[src/rtl/squeeze_ctrl.sv]
// squeeze_ctrl: squeeze-phase sequencer for the Keccak core.
// Decides how many rate blocks are handed to dump_stage, requests extra
// squeeze permutations between blocks, gates delivery of exactly the
// requested number of words and flushes any surplus buffered words.
// Optional feature macro: SQUEEZE_CTRL_ABORT_EN (adds abort/aborted ports).
module squeeze_ctrl #(
  parameter int unsigned LEN_W = 16,
  parameter int unsigned W     = 64
) (
  input  logic             clk,
  input  logic             rst,
  input  logic             start,
  input  logic [LEN_W-1:0] out_len_words,
  input  logic [1:0]       mode_in,
  input  logic             perm_done,
  input  logic             dump_available,
  input  logic             word_accepted,
`ifdef SQUEEZE_CTRL_ABORT_EN
  input  logic             abort,
  output logic             aborted,
`endif
  output logic             perm_req,
  output logic             output_buffer_we,
  output logic [1:0]       operation_mode,
  output logic             word_valid_gate,
  output logic             last_word,
  output logic             flush_ready,
  output logic             busy,
  output logic             done
);

  // Rate in words for each mode, derived from the rate in bits and lane width
  localparam int unsigned RATE_128 = 1344 / W;
  localparam int unsigned RATE_256 = 1088 / W;
  localparam int unsigned RATE_512 = 576 / W;

  typedef enum logic [2:0] {
    S_IDLE,
    S_WAIT_STATE,
    S_WAIT_BUF,
    S_LOAD,
    S_PERMUTE,
    S_DRAIN,
    S_FLUSH,
    S_DONE
  } state_t;

  state_t           state_q;
  state_t           state_nxt;
  logic [1:0]       mode_q;
  logic [LEN_W-1:0] tgt_q;
  logic [LEN_W-1:0] remaining_q;
  logic [LEN_W-1:0] delivered_q;

  logic [LEN_W-1:0] rw;
  logic [LEN_W-1:0] take;
  logic [LEN_W-1:0] rem_after;
  logic [LEN_W-1:0] start_tgt;
  logic             abort_go;
  logic             count_word;

`ifdef SQUEEZE_CTRL_ABORT_EN
  logic             abort_seen_q;
`endif

  // Block sizing, target selection and next-state decision
  always_comb begin
    case (mode_q)
      2'b00:   rw = LEN_W'(RATE_128);
      2'b11:   rw = LEN_W'(RATE_512);
      default: rw = LEN_W'(RATE_256);
    endcase

    take      = (remaining_q < rw) ? remaining_q : rw;
    rem_after = remaining_q - take;

    case (mode_in)
      2'b10:   start_tgt = LEN_W'(4);
      2'b11:   start_tgt = LEN_W'(8);
      default: start_tgt = out_len_words;
    endcase

`ifdef SQUEEZE_CTRL_ABORT_EN
    abort_go = abort && (state_q != S_IDLE) && (state_q != S_FLUSH) &&
               (state_q != S_DONE);
`else
    abort_go = 1'b0;
`endif

    count_word = word_accepted && (state_q != S_IDLE) && (delivered_q < tgt_q);

    state_nxt = state_q;
    case (state_q)
      S_IDLE: begin
        if (start) state_nxt = (start_tgt == '0) ? S_FLUSH : S_WAIT_STATE;
      end
      S_WAIT_STATE: begin
        if (perm_done) state_nxt = S_WAIT_BUF;
      end
      S_WAIT_BUF: begin
        if (dump_available) state_nxt = S_LOAD;
      end
      S_LOAD: begin
        state_nxt = (rem_after != '0) ? S_PERMUTE : S_DRAIN;
      end
      S_PERMUTE: begin
        if (perm_done) state_nxt = S_WAIT_BUF;
      end
      S_DRAIN: begin
        if (delivered_q == tgt_q) state_nxt = S_FLUSH;
      end
      S_FLUSH: begin
        if (dump_available) state_nxt = S_DONE;
      end
      S_DONE: begin
        state_nxt = S_IDLE;
      end
      default: state_nxt = S_IDLE;
    endcase

    // abort overrides every other transition; a perm_done in flight is dropped
    if (abort_go) state_nxt = S_FLUSH;
  end

  // State, counters and registered FSM outputs (decoded from the next state)
  always_ff @(posedge clk) begin
    if (rst) begin
      state_q          <= S_IDLE;
      mode_q           <= '0;
      tgt_q            <= '0;
      remaining_q      <= '0;
      delivered_q      <= '0;
      perm_req         <= 1'b0;
      output_buffer_we <= 1'b0;
      flush_ready      <= 1'b0;
      busy             <= 1'b0;
      done             <= 1'b0;
`ifdef SQUEEZE_CTRL_ABORT_EN
      abort_seen_q     <= 1'b0;
      aborted          <= 1'b0;
`endif
    end else begin
      state_q <= state_nxt;

      if ((state_q == S_IDLE) && start) begin
        mode_q      <= mode_in;
        tgt_q       <= start_tgt;
        remaining_q <= start_tgt;
        delivered_q <= '0;
      end else begin
        if (state_q == S_LOAD) remaining_q <= rem_after;
        if (count_word) delivered_q <= delivered_q + LEN_W'(1);
      end

      perm_req         <= (state_nxt == S_PERMUTE);
      output_buffer_we <= (state_nxt == S_LOAD);
      flush_ready      <= (state_nxt == S_FLUSH);
      busy             <= (state_nxt != S_IDLE);
      done             <= (state_nxt == S_DONE);

`ifdef SQUEEZE_CTRL_ABORT_EN
      if ((state_q == S_IDLE) && start) abort_seen_q <= 1'b0;
      else if (abort_go)                abort_seen_q <= 1'b1;
      aborted <= (state_nxt == S_DONE) && abort_seen_q;
`endif
    end
  end

  assign operation_mode  = mode_q;
  assign last_word       = busy && (tgt_q != '0) && (delivered_q == (tgt_q - LEN_W'(1)));
  assign word_valid_gate = busy && (delivered_q < tgt_q) && (state_q != S_FLUSH);

endmodule

[config.mk]
export PLATFORM = sky130hd
export DESIGN_NAME = squeeze_ctrl
export DESIGN_NICKNAME = d
export VERILOG_FILES = /design/src/rtl/squeeze_ctrl.sv
export SDC_FILE = /design/constraint.sdc
export NUM_CORES = 1
export LEC_CHECK = 0
export CAP_MARGIN = 40
export CORE_UTILIZATION = 59
export CTS_CLUSTER_DIAMETER = 120
export DETAILED_ROUTE_END_ITERATION = 10
export GPL_TIMING_DRIVEN = 0
export PLACE_DENSITY = 0.91
export SYNTH_ARGS = -nofsm -noshare
export SYNTH_HDL_FRONTEND = slang
export SYNTH_SLANG_ARGS = --single-unit
[constraint.sdc]
create_clock -name clk -period 5.5 [get_ports clk]
set_clock_uncertainty 0.1 [all_clocks]
set_input_delay 1.375 -clock clk [delete_from_list [all_inputs] [get_ports clk]]
set_output_delay 1.375 -clock clk [all_outputs]
set_load 0.01 [all_outputs]
==> results.tsv <==
metric	value	unit
chip width	86.1	um
TritonCTS clock tree	done	
register bit count reported by yosys	58	
setup TNS	0	ns
CP Capture Type	primary output	
Hold WC Path Type	flop to flop	
first-pass GRT wire length	19.3	mm
# DRC	0	
Power Density	365	nW/um^2
max-slew violation count	0	
fin crit share	97.7	%
CP peak stage delay	0.65	ns
port bufs	32	
Clock Sinks	58	
Critical Path Most Common Cell	a2111oi_0	
CP Data Required Time	4.03	ns
Max Root-Sink Buffers	2	
Post-Syn Nets	597	
Setup Viol. Count Final	0	
CP max stage cell	a2111oi_0	
CP arrival	3.90	ns
GRT Resource Usage Total	33.0	%
normalized max-slew margin	51.0	%
commonest non-fill, non-tap cells in the layout	77 x nand2_1, 58 x dfxtp_1, 40 x a21oi_1, 33 x nor2_1	
final count of hold timing violations	0	
min Tclk post-route	5.38	ns
1st-iter DRT viols	385	
dpl cell area	4610	sq um
worst hold start	operation_mode[0]	
first drt pass iteration count	6	
CORE AREA	6830	sq um
flop2flop setup slack	0.51	ns
Final Instance Area	4810	sq um
total CTS buffers	9	
die area	7410	sq um
Mapped Cells	548	
Mapped Area	4170	sq um
RSZ-0062 raised after global routing	no	
drt via density	6.46	
Placer Congestion	0.954	
P&R area growth vs syn	15.3	%
Overflow after GRT	0	
Root Buffer Master	clkbuf_8	
DPL Wire Length	8.78	mm
R2R Path End	output_buffer_we	
worst setup margin	0.125	ns
Hold WS	0.389	ns
Sequential Area	1160	sq um
share of cells above drive strength 1	5.87	%
Rows	30	
footprint of the multi-input gates	2820	sq um
Vias	4468	
sequential element share of the synthesized area	27.8	%
fin nets	640	
Inserted Diodes	0	
status	complete, no violations	
commonest non-fill, non-tap cell in the layout	nand2_1	
Post-DRT Antenna Nets	0	
Clock Latency Late Sink	0.35	ns
vias in the first global route	4054	
Placed Cells	676	
Netlist cell types	58	
Post-synth EDFFs	0	
worst path bufs/invs	3	
Post-Place Worst Slack	0.385	ns
Worst-Margin Slew	0.730	ns
r2r startpoint	remaining_q[8]	
critical path fanouts, max	7	
initial core utilization	61.1	%
Ys Warns	0	
Hold Crit Endpoint	operation_mode[0]	
WL final	11.8	mm
largest net degree at the start of global routing	12	
Die H	86.1	um
Static Leak	1.79	nW
cell family contributing the most delay on the critical path	compound AO/OA/AOI/OAI gates	
worst reg2reg path depth	14	
Post-synth ARST share	0	%
crit path launch type	flop	
DR WL/cell	17.0	um
post-route insts no fill	692	
Reg clk slew, reported paths	0.07	ns
maximum clock frequency	186	MHz
fill count	535	
hold depth	2	
MaxCap Viol Count	0	
VDD IR max	209	uV
initial antenna violation count	0	
dominant synthesized flop cell	dfxtp_1	
kind of critical path	flop to primary output	
Avg Inst Size Synth	7.62	sq um
Critical Path, Cell by Cell	inv_1, ha_1, clkbuf_1, a31oi_1, nor4b_1, nand4_1, a2111oi_0, o211ai_1, a2111oi_0, clkdlybuf4s50_1	
Ports	33	
H-tree Lvls	3	
==> registers in the layout (all words and copies together), names as in the netlist <==
signal            flops
flush_ready           1
delivered_q          16
busy                  1
perm_req              1
remaining_q          16
done                  1
state_q               3
output_buffer_we      1
tgt_q                16
operation_mode        2
==> cells in the mapped netlist (all sizes together), types with 8 or more instances <==
master / instances / area [sq um]
nand2: 77 / 289
dfxtp: 58 / 1160
a21o: 8 / 60.1
or3: 16 / 100
a31oi: 8 / 50.1
nand3: 20 / 100
nor2: 33 / 124
xnor2: 21 / 184
clkbuf: 22 / 82.6
nand4: 11 / 68.8
o21ai: 34 / 170
ha: 25 / 313
inv: 28 / 105
nor4: 26 / 184
mux2i: 17 / 170
nor3: 10 / 50.1
a21oi: 40 / 200
==> worst max path at each step <==
stage,start,to,slack [ns],depth (start not counted)
finish,tgt_q[1],last_word,0.12,10
global route,tgt_q[1],last_word,0.01,10
CTS,tgt_q[3],last_word,0.02,8
detailed placement,tgt_q[2],last_word,0.39,8
global placement,tgt_q[2],last_word,0.45,8
floorplan,remaining_q[8],output_buffer_we,1.34,14
==> per-layer routing <==
layer,global-route usage (%),part of all wire [%]
met4,11.2,2.4
met2,51.9,45
met1,43.9,43
met3,8.57,9.6
met5,0,0
==> where the power goes <==
| part | switching, mW | total [mW] | internal (mW) |
|---|---|---|---|
| clock network | 0.187 | 0.394 | 0.207 |
| logic | 0.520 | 0.855 | 0.335 |
| registers | 0.0488 | 0.509 | 0.460 |
| total | 0.755 | 1.76 | 1.00 |
==> cell type report <==
| cell class | count | area share (%) |
|---|---|---|
| sequential | 58 | 24.1 |
| timing repair buffer | 32 | 6.65 |
| inverter | 28 | 2.18 |
| buffer | 24 | 2.03 |
| clock buffer | 9 | 2.57 |
| tap | 96 | 2.49 |
| multi-input combinational | 438 | 58.5 |
| clock inverter | 7 | 1.46 |
==> repair_timing <==
action	4_1_cts	5_1_grt
hold buffers	0	0
endpoints found under the hold margin	0	0
resized for setup	0	1
setup endpoints to repair	0	1
buffers inserted	0	0
==> cells by family (layout without fill, tap and decap cells) <==
family | Yosys count | in the layout | synth area share, %
buffers and inverters | 52 | 100 | 4.86
adder cells (fa/ha/maj) | 25 | 25 | 7.49
AO/OA/AOI/OAI | 135 | 135 | 20.8
flip-flops | 58 | 58 | 27.8
multiplexers | 18 | 18 | 4.35
AND/OR/NAND/NOR | 232 | 232 | 28.8
XOR/XNOR | 28 | 28 | 5.88
==> worst min-delay path: stages (launching register included) <==
cell     delay [ns]
dfxtp_1        0.33
nand2_1        0.06
a21oi_1        0.06
==> stage by stage <==
step           power (mW)  utilization (%)
5_1_grt              1.87             70.5
6_report             1.76             70.5
3_3_place_gp         1.31             67.5
2_1_floorplan        1.13                -
3_5_place_dp         1.34             67.5
4_1_cts              1.73             70.4
Power figures use the tool's default switching activity.
